[config.mk]
export PLATFORM = sky130hd
export DESIGN_NAME = tta_icache
export DESIGN_NICKNAME = d
export VERILOG_FILES = /design/src/rtl/tta_icache.sv
export SDC_FILE = /design/constraint.sdc
export NUM_CORES = 2
export LEC_CHECK = 0
export CAP_MARGIN = 25
export CORE_MARGIN = 4
export CORE_UTILIZATION = 60
export DETAILED_ROUTE_END_ITERATION = 10
export PLACE_DENSITY = 0.82
export SYNTH_ARGS = -nofsm -noshare
export SYNTH_HDL_FRONTEND = slang
export SYNTH_SLANG_ARGS = --single-unit
[constraint.sdc]
create_clock -name clock_i -period 9.5 [get_ports clock_i]
set_input_delay 2.85 -clock clock_i [delete_from_list [all_inputs] [get_ports clock_i]]
set_output_delay 2.85 -clock clock_i [all_outputs]
set_load 0.01 [all_outputs]
[src/rtl/tta_icache.sv]
// Direct-mapped instruction cache with word-granular early hit during line fill
// and optional next-line prefetch; fills arrive one word per iready_i pulse.
module tta_icache #(
    parameter int AW       = 16,
    parameter int IW       = 32,
    parameter int WBITS    = 4,
    parameter int LBITS    = 2,
    parameter int PREFETCH = 1
) (
    input  logic          clock_i,
    input  logic          reset_ni,
    input  logic [AW-1:0] pc_i,
    output logic          hit_o,
    output logic [IW-1:0] instr_o,
    input  logic          flush_i,
    output logic          ifetch_o,
    output logic          iabort_o,
    input  logic          iready_i,
    output logic [AW-1:0] iaddr_o,
    input  logic [IW-1:0] idata_i
);

    localparam int NW = 1 << WBITS;
    localparam int NL = 1 << LBITS;
    localparam int TW = AW - WBITS - LBITS;
    localparam int LW = AW - WBITS;
    localparam logic [WBITS-1:0] CNT_ONE  = 1;
    localparam logic [LW-1:0]    LINE_ONE = 1;

    typedef enum logic [1:0] {
        IDLE = 2'd0,
        FILL = 2'd1,
        PREF = 2'd2
    } state_t;

    state_t           state_q, state_d;
    logic [NL-1:0]    valid_q, valid_d;
    logic [WBITS-1:0] count_q, count_d;
    logic [AW-1:0]    iaddr_q, iaddr_d;
    logic             ifetch_q, ifetch_d;
    logic             iabort_q, iabort_d;
    logic [TW-1:0]    tag_q [NL];
    logic [IW-1:0]    mem_q [NL*NW];

    logic             wr_en;
    logic             tag_wr;

    logic [WBITS-1:0] pc_word;
    logic [LBITS-1:0] pc_index;
    logic [TW-1:0]    pc_tag;
    logic [LW-1:0]    pc_line;
    logic [LW-1:0]    tgt_line;
    logic [LBITS-1:0] tgt_index;
    logic [TW-1:0]    tgt_tag;
    logic [LW-1:0]    next_line;
    logic [LBITS-1:0] next_index;
    logic [TW-1:0]    next_tag;
    logic             busy;
    logic             cache_hit;
    logic             fill_hit;
    logic             next_cached;
    logic             leave_line;

    assign pc_word    = pc_i[WBITS-1:0];
    assign pc_index   = pc_i[WBITS+LBITS-1:WBITS];
    assign pc_tag     = pc_i[AW-1:WBITS+LBITS];
    assign pc_line    = pc_i[AW-1:WBITS];
    assign tgt_line   = iaddr_q[AW-1:WBITS];
    assign tgt_index  = iaddr_q[WBITS+LBITS-1:WBITS];
    assign tgt_tag    = iaddr_q[AW-1:WBITS+LBITS];
    assign next_line  = tgt_line + LINE_ONE;
    assign next_index = next_line[LBITS-1:0];
    assign next_tag   = next_line[LW-1:LBITS];

    assign busy        = (state_q != IDLE);
    assign cache_hit   = valid_q[pc_index] && (tag_q[pc_index] == pc_tag);
    // Words already delivered for the line in flight are usable before the line is marked valid.
    assign fill_hit    = busy && (pc_line == tgt_line) && (pc_word < count_q);
    assign hit_o       = cache_hit || fill_hit;
    assign instr_o     = hit_o ? mem_q[{pc_index, pc_word}] : '0;
    assign next_cached = valid_q[next_index] && (tag_q[next_index] == next_tag);
    assign leave_line  = !hit_o && (pc_line != tgt_line);

    assign iaddr_o  = iaddr_q;
    assign ifetch_o = ifetch_q;
    assign iabort_o = iabort_q;

    always_comb begin
        state_d  = state_q;
        valid_d  = valid_q;
        count_d  = count_q;
        iaddr_d  = iaddr_q;
        ifetch_d = ifetch_q;
        iabort_d = 1'b0;
        wr_en    = 1'b0;
        tag_wr   = 1'b0;
        case (state_q)
            IDLE: begin
                if (flush_i) begin
                    valid_d = '0;
                end else if (!hit_o) begin
                    iaddr_d           = {pc_line, {WBITS{1'b0}}};
                    valid_d[pc_index] = 1'b0;
                    ifetch_d          = 1'b1;
                    count_d           = '0;
                    state_d           = FILL;
                end
            end
            FILL, PREF: begin
                // Abort/flush wins over a coincident fill word, which is dropped.
                if (flush_i || leave_line) begin
                    if (flush_i) begin
                        valid_d = '0;
                    end
                    iabort_d = 1'b1;
                    ifetch_d = 1'b0;
                    count_d  = '0;
                    state_d  = IDLE;
                end else if (iready_i) begin
                    wr_en   = 1'b1;
                    count_d = count_q + CNT_ONE;
                    if (count_q == '1) begin
                        valid_d[tgt_index] = 1'b1;
                        tag_wr             = 1'b1;
                        if ((state_q == FILL) && (PREFETCH != 0) && !next_cached) begin
                            iaddr_d             = {next_line, {WBITS{1'b0}}};
                            valid_d[next_index] = 1'b0;
                            state_d             = PREF;
                        end else begin
                            ifetch_d = 1'b0;
                            state_d  = IDLE;
                        end
                    end
                end
            end
            default: begin
                state_d  = IDLE;
                ifetch_d = 1'b0;
            end
        endcase
    end

    always_ff @(posedge clock_i) begin
        if (!reset_ni) begin
            state_q  <= IDLE;
            valid_q  <= '0;
            count_q  <= '0;
            iaddr_q  <= '0;
            ifetch_q <= 1'b0;
            iabort_q <= 1'b0;
        end else begin
            state_q  <= state_d;
            valid_q  <= valid_d;
            count_q  <= count_d;
            iaddr_q  <= iaddr_d;
            ifetch_q <= ifetch_d;
            iabort_q <= iabort_d;
        end
    end

    // Data and tag storage need no reset; valid_q gates every use.
    always_ff @(posedge clock_i) begin
        if (reset_ni && wr_en) begin
            mem_q[{tgt_index, count_q}] <= idata_i;
        end
        if (reset_ni && tag_wr) begin
            tag_q[tgt_index] <= tgt_tag;
        end
    end

endmodule

==> results.py <==
metrics = {
    "setup_path": {
        "cp_max_fo": 31,
        "timing.rr.start": "tag_q[3][4]$_DFFE_PP_",
        "worst_r2r_endpoint": "mem_q[6][27]$_DFFE_PP_",
        "reg2regPathDepth": 11,
        "cp_data_arrival_time_ns": 6.59,
        "crit_type": "in2out",
        "crit_path_end_kind": "output pin",
        "required_ns": 6.65,
        "r2r_slack_ns": 4.59,
        "cp-start-kind": "primary input",
    },
    "die": {
        "row_count": 135,
        "die_y_um": 378,
        "die-width_um": 378,
        "initial_utilization_pct": 60.5,
        "core-area_um2": 136000,
        "dieArea_um2": 143000,
        "ioPinCount": 103,
    },
    "cells_and_area": {
        "syn_to_final_growth_pct": 14.0,
        "final_common_cell": "edfxtp_1",
        "final_cell_mix": "edfxtp_1 (2088), mux4_2 (684), clkbuf_16 (200)",
        "final_layout_size_suffix_gt1_share_pct": 32.7,
        "layout.nets": 3774,
        "fin_area_um2": 93700,
    },
    "clock_network": {
        "htreeDepth": 4,
        "cts_buffer_depth": 3,
        "insertion_delay_ns": 0.82,
        "cts_sinks": 2112,
        "root_buffer": "clkbuf_16",
        "numCtsBuffers": 190,
        "cts_hold_buf": 0,
        "cts_tree": "built",
        "cts.clk_slew.worst_paths_ns": 0.06,
    },
    "place": {
        "placed_area_um2": 86600,
        "pre_cts_slack_ns": 0.187,
        "gp_congestion": 0.897,
        "io_buffer_count": 98,
        "dpl.hpwl_um": 121000,
    },
    "flow_run": {
        "cap_violations": 0,
    },
    "detailed_routing": {
        "route.detailed.drc": 0,
        "wirelength_um": 241000,
        "vias_per_cell": 7.56,
        "dr.pass1.iters": 6,
        "ant_nets": 0,
        "drtIter0Drc": 8268,
        "vias": 42900,
        "wl_per_cell_um": 42.5,
    },
    "power_and_ir_drop": {
        "power_leakage_nw": 28.9,
        "powerDensity_nw_per_um2": 206,
        "ir_worst_vdd_mv": 0.183,
    },
    "timing": {
        "whs_ns": 0.560,
        "drv_slew": 0,
        "hold_viol": 0,
        "worst_pin_slew_ns": 1.05,
        "max_slew_margin_pct": 29.9,
        "clock.fmax_mhz": 106,
        "timing.final.crit_share_pct": 99.3,
        "finalCriticalPeriod_ns": 9.44,
        "rsz0062_at_grt": "false",
        "setup_tns_ns": 0,
        "fin_skew_ns": 0.0259,
        "setup_violations": 0,
        "fin_ws_ns": 0.0640,
    },
    "hold_path": {
        "min_to": "valid_q[3]$_SDFFE_PN0P_",
        "hp-class": "reg2reg",
        "min_from": "valid_q[3]$_SDFFE_PN0P_",
        "holdPathStages": 2,
    },
    "global_routing": {
        "grt.overflow.total": 0,
        "grt_first_pass_wirelength_um": 335000,
        "antenna_found_initial": 41,
        "grt_pass1_vias": 42600,
        "grt_max_degree": 65,
        "grt.total_usage_pct": 33.9,
    },
    "synthesis": {
        "yosysSeqAreaShare_pct": 76.9,
        "synth-seq-cells": 2112,
        "async_flop_share_pct": 0,
        "syn_area_um2": 82200,
        "netlist_instances": 3413,
        "synthFlopType": "edfxtp_1",
        "synth.avg_cell_area_um2": 24.1,
        "synth_edf_count": 2088,
        "yosysUniqueCellTypes": 75,
        "synth_warnings": 0,
    },
    "status": {
        "status": "finished clean",
    },
}
-- layout make-up --
class / instances / area, um^2
Timing Repair Buffer: 294 / 3300
Sequential cell: 2112 / 63200
Fill cell: 7378 / 42100
Tap cell: 1781 / 2230
Inverter: 16 / 60.1
Clock inverter: 115 / 1070
Antenna cell: 17 / 42.5
Clock buffer: 237 / 5140
Multi-Input combinational cell: 1096 / 18700
-- what timing repair did --
item	4_1_cts	5_1_grt
buffers inserted	0	0
setup endpoints to repair	0	1
resized for setup	0	2
-- synthesized netlist by cell type (all sizes together), types with 9 or more instances --
| library cell | instances | area share [%] |
|---|---|---|
| a21oi | 14 | 0.090 |
| edfxtp | 2088 | 76 |
| mux4 | 686 | 19 |
| xnor2 | 35 | 0.37 |
| nand2 | 28 | 0.13 |
| o211ai | 9 | 0.082 |
| clkbuf | 128 | 0.58 |
| dfxtp | 24 | 0.58 |
| nor3 | 15 | 0.091 |
| nor2b | 34 | 0.26 |
| mux2i | 16 | 0.19 |
| nand3 | 18 | 0.11 |
| buf | 64 | 0.34 |
| o21ai | 13 | 0.079 |
| nor2 | 86 | 0.39 |
| nand4 | 12 | 0.091 |
| ha | 12 | 0.18 |
| inv | 16 | 0.073 |
| a211oi | 14 | 0.15 |
-- state kept, by name, summed over array words and instances, names as in the netlist --
register,flops
count_q,4
iabort_o,1
iaddr_o,12
ifetch_o,1
mem_q,2048
state_q,2
tag_q,40
valid_q,4
-- metal layers --
layer	routed length (um)	track usage, %	vias up
li1	-	-	15400
met1	75000	44.5	21900
met2	119000	53.9	4697
met3	35300	9.52	834
met4	11800	15.6	30
met5	231	0	-
-- worst max-delay path by stage --
stage / start / to / slack, ns / cells after the start
after global routing: pc_i[7] / instr_o[5] / 0.13 / 10
final: pc_i[7] / instr_o[5] / 0.06 / 10
after CTS: pc_i[5] / instr_o[29] / 0.12 / 9
after detailed placement: pc_i[5] / instr_o[29] / 0.19 / 9
after floorplan: pc_i[0] / instr_o[0] / 1.03 / 7
after global placement: pc_i[5] / instr_o[8] / 0.24 / 9
-- kinds of logic (layout without fill, tap and decap cells) --
group                      after synthesis  count (layout)  share of synthesized area, %
AOI/OAI and AO/OA                       95              95                         0.889
xor gates and xnor gates                41              41                         0.454
adders and majority gates               12              12                         0.183
buffers and inverters                  208             662                         0.999
DFF                                   2112            2112                          76.9
muxes                                  705             705                          19.0
other                                    1              21                       0.00456
and+or+nand+nor                        239             239                          1.52
-- stage by stage --
step	utilization (%)	total power, mW	instances
finish	69.0	19.3	5668
global route	68.9	19.8	5655
CTS	68.4	19.2	5613
detailed placement	63.8	11.5	5261
global placement	63.8	11.4	5261
floorplan	-	11.0	3416
-- report_power, final --
part           leakage (nW)  internal, mW  total [mW]  switching, mW
clock                  3.04          4.38        7.93           3.55
sequential             19.0          10.2        10.3         0.0202
combinational          6.91         0.459        1.12          0.665
total                  28.9          15.1        19.3           4.23
-- worst max-delay path, stage by stage --
cell	delay (ns)
clkdlybuf4s50_1	0.70
xnor2_1	0.36
nand2_1	0.11
mux4_2	0.49
a211oi_2	0.37
nand2_1	0.15
o31a_2	0.30
buf_12	0.25
nor2b_1	0.36
clkdlybuf4s50_1	0.62
Power figures use the tool's default switching activity.
